**config.mk**
```make
export PLATFORM = sky130hd
export DESIGN_NAME = ex_div
export DESIGN_NICKNAME = d
export VERILOG_FILES = /design/src/rtl/ex_div_pkg.sv /design/src/rtl/ex_div.sv
export SDC_FILE = /design/constraint.sdc
export NUM_CORES = 1
export LEC_CHECK = 0
export CORE_MARGIN = 5
export CORE_UTILIZATION = 59
export CTS_BUF_LIST = sky130_fd_sc_hd__clkbuf_8
export DETAILED_ROUTE_END_ITERATION = 7
export MAX_ROUTING_LAYER = met4
export PLACE_DENSITY = 0.87
export SYNTH_ARGS = -nofsm -noshare
export SYNTH_HDL_FRONTEND = slang
export SYNTH_SLANG_ARGS = --single-unit
export TNS_END_PERCENT = 20
```
**constraint.sdc**
```tcl
create_clock -name clk -period 7.5 [get_ports clk]
set_input_delay 1.125 -clock clk [delete_from_list [all_inputs] [get_ports clk]]
set_output_delay 1.125 -clock clk [all_outputs]
set_load 0.05 [all_outputs]
```
**src/rtl/ex_div_pkg.sv**
```systemverilog
// rtl/ex_div_pkg.sv - shared divider state encoding, status constants and sign helpers
package ex_div_pkg;

    localparam int REG_BUS = 32;

    typedef enum logic [1:0] {
        DIV_FREE    = 2'b00,
        DIV_BY_ZERO = 2'b01,
        DIV_ON      = 2'b10,
        DIV_END     = 2'b11
    } div_state_t;

    localparam logic DIV_RESULT_READY     = 1'b1;
    localparam logic DIV_RESULT_NOT_READY = 1'b0;
    localparam logic DIV_START            = 1'b1;
    localparam logic DIV_STOP             = 1'b0;

    function automatic logic [REG_BUS-1:0] cond_neg(input logic [REG_BUS-1:0] v, input logic neg);
        return neg ? (~v + 32'd1) : v;
    endfunction

    // Magnitude for signed ops; 0x80000000 maps to itself, which is correct as an unsigned value.
    function automatic logic [REG_BUS-1:0] abs_val(input logic [REG_BUS-1:0] v, input logic is_signed);
        return cond_neg(v, is_signed & v[REG_BUS-1]);
    endfunction

endpackage

```
**src/rtl/ex_div.sv**
```systemverilog
// rtl/ex_div.sv - multi-cycle radix-2 restoring DIV/DIVU unit feeding the HI/LO write path
module ex_div
    import ex_div_pkg::*;
(
    input  logic               clk,
    input  logic               rst,
    input  logic               start_i,
    input  logic               annul_i,
    input  logic               signed_div_i,
    input  logic [REG_BUS-1:0] opdata1_i,
    input  logic [REG_BUS-1:0] opdata2_i,
    output logic               stallreq_o,
    output logic               ready_o,
    output logic               whilo_o,
    output logic [REG_BUS-1:0] hi_o,
    output logic [REG_BUS-1:0] lo_o
);

    div_state_t         state, state_nxt;
    logic [4:0]         cnt;
    logic [64:0]        w;
    logic [64:0]        w_shl;
    logic [64:0]        w_step;
    logic [33:0]        diff;
    logic [REG_BUS-1:0] dvs;
    logic               neg_q, neg_r;
    logic [REG_BUS-1:0] hi_r, lo_r;
    logic               start_req;
    logic               accept;

    assign start_req = (start_i == DIV_START);
    assign accept    = (state == DIV_FREE) && start_req && !annul_i;

    // One restoring step: W = {rem, quo}; the extra sign bit of diff says whether to restore.
    always_comb begin
        w_shl  = w << 1;
        diff   = {1'b0, w_shl[64:32]} - {2'b00, dvs};
        w_step = diff[33] ? w_shl : {diff[32:0], w_shl[31:1], 1'b1};
    end

    always_comb begin
        state_nxt = state;
        case (state)
            DIV_FREE: begin
                if (accept)
                    state_nxt = (opdata2_i == '0) ? DIV_BY_ZERO : DIV_ON;
            end
            DIV_BY_ZERO: state_nxt = annul_i ? DIV_FREE : DIV_END;
            DIV_ON: begin
                if (annul_i)
                    state_nxt = DIV_FREE;
                else if (cnt == 5'd31)
                    state_nxt = DIV_END;
            end
            DIV_END: begin
                if (annul_i || !start_req)
                    state_nxt = DIV_FREE;
            end
            default: state_nxt = DIV_FREE;
        endcase
    end

    always_ff @(posedge clk) begin
        if (rst) begin
            state <= DIV_FREE;
            cnt   <= '0;
            w     <= '0;
            dvs   <= '0;
            neg_q <= 1'b0;
            neg_r <= 1'b0;
            hi_r  <= '0;
            lo_r  <= '0;
        end else begin
            state <= state_nxt;
            case (state)
                DIV_FREE: begin
                    if (accept) begin
                        w     <= {33'b0, abs_val(opdata1_i, signed_div_i)};
                        dvs   <= abs_val(opdata2_i, signed_div_i);
                        neg_q <= signed_div_i & (opdata1_i[31] ^ opdata2_i[31]);
                        neg_r <= signed_div_i & opdata1_i[31];
                        cnt   <= '0;
                        hi_r  <= '0;
                        lo_r  <= '0;
                    end
                end
                DIV_BY_ZERO: begin
                    hi_r <= '0;
                    lo_r <= '0;
                end
                DIV_ON: begin
                    w   <= w_step;
                    cnt <= cnt + 5'd1;
                    if (cnt == 5'd31) begin
                        lo_r <= cond_neg(w_step[31:0], neg_q);
                        hi_r <= cond_neg(w_step[63:32], neg_r);
                    end
                end
                default: ;
            endcase
        end
    end

    assign stallreq_o = accept || (state == DIV_BY_ZERO) || (state == DIV_ON);
    assign ready_o    = (state == DIV_END) ? DIV_RESULT_READY : DIV_RESULT_NOT_READY;
    assign whilo_o    = ready_o;
    assign hi_o       = ready_o ? hi_r : '0;
    assign lo_o       = ready_o ? lo_r : '0;

endmodule

```
==> results of run 1 <==
==> cells in the final DEF (no fill, tap or decap), types with 7 or more instances in the layout <==
cell / netlist / final
mux2i_1: 10 / 10
a22oi_1: 57 / 57
a211oi_1: 32 / 32
nand2b_1: 8 / 8
nor4_1: 17 / 17
o211ai_1: 14 / 14
clkbuf_8: 0 / 17
xor2_1: 47 / 47
a22o_1: 22 / 22
dfxtp_1: 169 / 169
o31ai_1: 24 / 24
inv_1: 57 / 57
nor3_1: 28 / 27
a21o_1: 10 / 10
nand4_1: 10 / 10
o21ai_1: 9 / 8
o21a_1: 9 / 9
nand3_1: 20 / 20
or3_1: 23 / 23
clkdlybuf4s50_1: 0 / 134
nor2_1: 202 / 200
and2_1: 71 / 71
a221oi_1: 7 / 7
buf_4: 2 / 14
o21ai_0: 83 / 83
and3_1: 11 / 11
ha_1: 42 / 40
a311oi_1: 8 / 8
nand2_1: 195 / 195
a21oi_1: 128 / 127
o41ai_1: 10 / 10
a31oi_1: 9 / 9
or4_1: 9 / 9
xnor2_1: 82 / 82
==> registers in the layout, summed over array words and instances, names as in the netlist <==
name,count
lo_r,32
dvs,32
neg_q,1
cnt,5
w,64
hi_r,32
neg_r,1
state,2
==> layout make-up <==
type	count	area [µm²]
inverter	59	221
fill	1677	6300
clock inverter	15	175
multi-input combinational	1286	8010
sequential	169	3380
clock buffer	17	234
timing repair buffer	148	1450
tap	270	338
==> cell families after synthesis <==
logic type | count (synthesis) | share of synthesized area
and+or+nand+nor | 621 | 0.244
AOI/OAI and AO/OA | 479 | 0.269
DFF | 169 | 0.283
buffers and inverters | 160 | 0.0522
xor gates and xnor gates | 129 | 0.0944
adders and majority gates | 43 | 0.0456
muxes | 14 | 0.0121
==> stage by stage <==
stage,instance area [µm²],hold WS (ns)
6_report,13800,0.461
5_1_grt,13800,0.481
4_1_cts,13800,0.460
3_5_place_dp,13400,0.447
3_3_place_gp,13400,0.438
2_1_floorplan,12000,0.427
==> where the power goes <==
group / leakage, nW / internal, mW / switching, mW
logic: 3.56 / 0.958 / 1.85
clock network: 0.201 / 0.255 / 0.413
registers: 1.37 / 1.01 / 0.140
total: 5.13 / 2.22 / 2.40
==> layer usage <==
layer | vias to the layer above | track usage | wire (µm)
met3 | 95 | 0.0432 | 3360
met4 | 0 | 0.0836 | 971
li1 | 5890 | - | -
met1 | 5828 | 0.443 | 16500
met2 | 620 | 0.472 | 16100
met5 | - | - | 0
==> critical path, cell delays in order, from the launching register on <==
cell and delay, ns:
dfxtp_1 0.38, ha_1 0.42, a21oi_1 0.25, o21ai_1 0.15, a211oi_1 0.53, a311o_1 0.39, nand2_2 0.10, inv_2 0.10
ha_1 0.16, nand2_1 0.09, or2_1 0.27, or4_4 0.45, nand2b_4 0.17, or3_4 0.39, or3_4 0.41, o31ai_4 0.20
xnor2_1 0.11, a22oi_2 0.15, nor2_1 0.05
==> synthesized netlist by cell type, types with 3 or more instances <==
master      n
o31a_1      4
nand2b_1    8
inv_1      57
a22oi_1    57
clkbuf_1   75
or3_4       3
a311oi_1    8
ha_1       42
a21oi_1   128
a31oi_1     9
nor2_1    202
buf_2      13
nor3_1     28
o21a_1      9
buf_1      11
o211a_1     3
o21ai_0    83
o21ai_1     9
nor3b_1     3
a41oi_1     3
a221oi_1    7
or2_2       4
o311ai_1    4
mux2i_1    10
a211o_1     4
nand3_1    20
and3_1     11
a21o_1     10
nand4_1    10
o41ai_1    10
a22o_1     22
nor4_1     17
o31ai_1    24
nand2_1   195
or4_1       9
mux2_2      4
xnor2_1    82
or3_1      23
nor2b_1     4
xor2_1     47
a211oi_1   32
a31o_2      5
dfxtp_1   169
o211ai_1   14
and2_1     71
==> path summary, 6_finish.rpt <==
kind | end | cells after the start | slack (ns)
worst max-delay path | lo_r[28] | 18 | 2.62
worst min-delay path | lo_r[23] | 2 | 0.46
worst max register to register | lo_r[28] | 18 | 2.62
worst min register to register | lo_r[23] | 2 | 0.46
==> out/metrics.yaml, run 1 <==
antenna_found_initial: 0
yosys.cell_types.count: 84
rows: 52
clock_skew_ns: 0.0200
dr.pass1.iters: 6
synth_warnings: 0
fin_nets: 1793
worstSetupStartpointType: "flop"
fmax_ghz: 0.205
synth_edf_count: 0
start_util: 0.595
cp_data_arrival_time_ns: 5.23
min_path_type: "reg2reg"
die-height_um: 152
ys.flop_type: "dfxtp_1"
ys_seq_elements: 169
antennaDiodeCount: 0
clock_sinks: 169
antenna_left: 0
syn_inst: 1615
syn_area_um2: 12000
worst_pin_slew_ns: 1.17
core_area_um2: 20100
postSynth.asyncResetShare: 0
maxCapViolCount: 0
wl_per_cell_um: 18.8
place_hpwl_um: 27900
power_mw: 4.63
placed_cells: 1932
num_vias: 12400
setup_violations: 0
status: "completed"
relSlewSlack: 0.221
finalCritPeriodShare: 0.650
first_global_vias: 11300
postLayoutCoreUtil: 0.687
grt_use_total: 0.313
post_cts_resized: 0
io_pins: 136
cts_tree: "yes"
ir_worst_vdd_v: 0.000359
hold_violations: 0
ys_top_cells_by_area: "dfxtp_1 (28%), nor2_1 (6.3%), nand2_1 (6.1%)"
synth_largest_area_cell: "dfxtp_1"
dpl_worst_slack_ns: 2.73
cp_max_fo: 7
clock_latency_ns: 0.48
die_w_um: 152
via_per_inst: 6.33
die_area_um2: 23200
grt_max_degree: 101
end_kind: "flop"
route.final.wire_length_um: 36900
cts_buffer_depth: 2
drc: 0
grt_first_pass_wirelength_um: 59200
grt-ovfl-total: 0
yosysSeqAreaShare: 0.283
syn_to_final_growth_pct: 15.4
hp-start: "lo_r[23]"
critPathLaunch: "w[37]"
critical_path_required_ns: 7.85
synth_top_area_frac: 0.283
portBuffers: 135
slew_viol_final: 0
clk_pin_slew_ns: 0.11
layout-drive-gt1-share: 0.0502
htree_num_levels: 4
crit_type: "reg2reg"
rr_startpoint: "w[37]"
fin_crit_ns: 4.88
gp_congestion: 0.981
drt_iter0_drc: 1512
rsz0062_at_grt: "no"
power_density_nw_per_um2: 335
p_leak_nw: 5.13
instances_no_fill: 1964
synth_fp_nets: 1727
worst_slack_ns: 2.62
clk_root_buffer_cell: "clkbuf_8"
cts_post_setup_buffers_inserted: 0
numCtsBuffers: 17
syn_area_per_cell_um2: 7.41
cts_hold_buf: 0
setup_tns_ns: 0
Note: power is estimated with default switching activity, not from simulation.
==> inputs of run 2 (changes only) <==
--- a/config.mk
+++ b/config.mk
@@ -6,11 +6,11 @@
 export NUM_CORES = 1
 export LEC_CHECK = 0
 export CORE_MARGIN = 5
-export CORE_UTILIZATION = 59
+export CORE_UTILIZATION = 53
 export CTS_BUF_LIST = sky130_fd_sc_hd__clkbuf_8
 export DETAILED_ROUTE_END_ITERATION = 7
 export MAX_ROUTING_LAYER = met4
-export PLACE_DENSITY = 0.87
+export PLACE_DENSITY = 0.83
 export SYNTH_ARGS = -nofsm -noshare
 export SYNTH_HDL_FRONTEND = slang
 export SYNTH_SLANG_ARGS = --single-unit
==> constraint.sdc (replaced) <==
create_clock -name clk -period 4.2 [get_ports clk]
set_input_delay 0.63 -clock clk [delete_from_list [all_inputs] [get_ports clk]]
set_output_delay 0.63 -clock clk [all_outputs]
set_load 0.05 [all_outputs]
==> out/metrics.yaml, run 2 (same netlist as run 1, synthesis figures left out) <==
fin_area_um2: 15000  # +8.4%
slowest_stage: "or4_4"
worstSetupStartpointType: "flop"
io_pins: 136  # unchanged
finalCritPeriodShare: 0.993  # +0.342
ir_worst_vdd_v: 0.000563  # +57%
cts_buffer_depth: 2  # unchanged
antennaDiodeCount: 0  # unchanged
rows: 55  # +5.8%
slew_viol_final: 0  # unchanged
first_global_vias: 11800  # +3.9%
cpPeakStageDelay_ns: 0.43  # -0.10 ns
r2r_cells: 19  # +1
grt_use_total: 0.297  # -0.0162
fin_nets: 1914  # +6.7%
htree_num_levels: 4  # unchanged
syn_to_final_growth_pct: 25.1
place_hpwl_um: 29500  # +5.7%
grt_max_degree: 81  # -20%
wl_per_cell_um: 18.3  # -2.6%
cts_tree: "yes"
antenna_found_initial: 0  # unchanged
maxCapViolCount: 0  # unchanged
min_path_type: "reg2reg"
dpl-instance-area_um2: 14400  # +7.1%
layout-drive-gt1-share: 0.135  # +0.0848
placed_cells: 2066  # +6.9%
start_util: 0.533  # -0.0618
instances_no_fill: 2100  # +6.9%
cp_cell_sequence: "inv_2, ha_4, and2_4, a221o_1, a211o_1, a31oi_4, nand2_2, inv_2, ha_4, nand2_2, or2_4, or4_4, nand2b_4, or3_4, or3_4, o31ai_4, xnor2_1, a22oi_2, nor2_1"
core_area_um2: 22400  # +12%
critical_path_required_ns: 4.56  # -3.29 ns
p_leak_nw: 5.79  # +13%
fmax_ghz: 0.240  # +17%
fin_crit_ns: 4.17  # -0.709 ns
cp_max_fo: 3  # -4
gp_congestion: 0.972  # -0.90%
hold_violations: 0  # unchanged
worst_pin_slew_ns: 1.15  # -0.0225 ns
relSlewSlack: 0.235  # +0.0139
grt_first_pass_wirelength_um: 60900  # +3.0%
layout_commonest_cell: "nor2_1"
die_w_um: 160  # +5.1%
drc: 0  # unchanged
largest_reg_flops: 64  # unchanged
grt-ovfl-total: 0  # unchanged
setup_violations: 0  # unchanged
clk_root_buffer_cell: "clkbuf_8"
clk_pin_slew_ns: 0.12  # about the same
route.final.wire_length_um: 38500  # +4.2%
clock_skew_ns: 0.0170  # -0.00302 ns
via_per_inst: 6.07  # -4.2%
crit_type: "reg2reg"
min_path_cells: 2  # unchanged
cp_data_arrival_time_ns: 4.53  # -0.70 ns
end_kind: "flop"
clock_latency_ns: 0.49  # about the same
antenna_left: 0  # unchanged
top_register: "w"
die_area_um2: 25700  # +11%
die-height_um: 160  # +5.1%
status: "completed"
rsz0062_at_grt: "yes"
num_vias: 12700  # +2.5%
final_cell_mix: "nor2_1 (199), nand2_1 (194), dfxtp_1 (160)"
portBuffers: 135  # unchanged
numCtsBuffers: 17  # unchanged
drt_iter0_drc: 1274  # -16%
power_density_nw_per_um2: 633  # +89%
clock_sinks: 169  # unchanged
dr.pass1.iters: 8  # +2
==> run 2: changes by cell type in the layout (fill, tap and decap cells not counted), moves of 3 or more <==
cell	previous run	this run
dfxtp_1	169	160
a21oi_1	127	124
clkinv_8	4	7
buf_4	14	132
o21ai_2	1	4
ha_1	40	35
o21ai_0	83	79
ha_4	0	4
dfxtp_2	0	9
inv_2	1	4
inv_1	57	54
==> run 2: final timing paths <==
kind	start	to	slack, ns
setup / recovery	dvs[28]	lo_r[28]	0.03
hold / removal	lo_r[2]	lo_r[2]	0.46
setup reg to reg	dvs[28]	lo_r[28]	0.03
hold reg to reg	lo_r[2]	lo_r[2]	0.46
==> run 2: power by group <==
part	total (mW)	switching, mW	internal, mW	leakage [nW]
sequential	2.04	0.239	1.81	1.37
combinational	6.20	3.66	2.54	4.21
clock	1.23	0.771	0.462	0.208
==> run 2: layout make-up <==
cell class	instances	area (µm²)
clock buffer	17	234
clock inverter	15	193
fill	1929	7460
inverter	59	221
multi-input combinational	1286	8200
sequential	169	3390
tap	285	357
timing repair buffer	269	2370
==> run 2: critical path: cells and delay by family, from the launching register on <==
kind,cells,cell delay (ns)
simple gates,9,1.91
compound gates,5,1.22
flops,1,0.35
fa+ha+maj,2,0.33
buf+inv,2,0.12
xor+xnor,1,0.11
==> run 2: timing repair <==
| item | 4_1_cts | 5_1_grt |
|---|---|---|
| gates resized for setup | 17 | 30 |
| setup endpoints to repair | 8 | 16 |
| pin swaps | 10 | 14 |
| hold buffers | 0 | 0 |
| buffers inserted | 1 | 1 |
==> run 2: per-layer routing <==
metal  vias up  global-route usage  routed length, µm
met5         -                   -                  0
met4         0              0.0825                908
met3        72              0.0441               2970
met2       549               0.458              17200
met1      5971               0.407              17300
li1       6146                   -                  -
==> run 2: stage by stage <==
stage                     power [mW]  TNS, ns  hold slack (ns)  worst slack, ns   util
after floorplan                 5.71    -4.39            0.427           -0.576      -
after global placement          7.70  -0.0511            0.433          -0.0511  0.640
after detailed placement        7.80   -0.396            0.441           -0.144  0.640
after CTS                       9.19        0            0.458          0.00892  0.663
after global routing            10.1   -0.609            0.481           -0.141  0.667
final                           9.48        0            0.461           0.0306  0.667
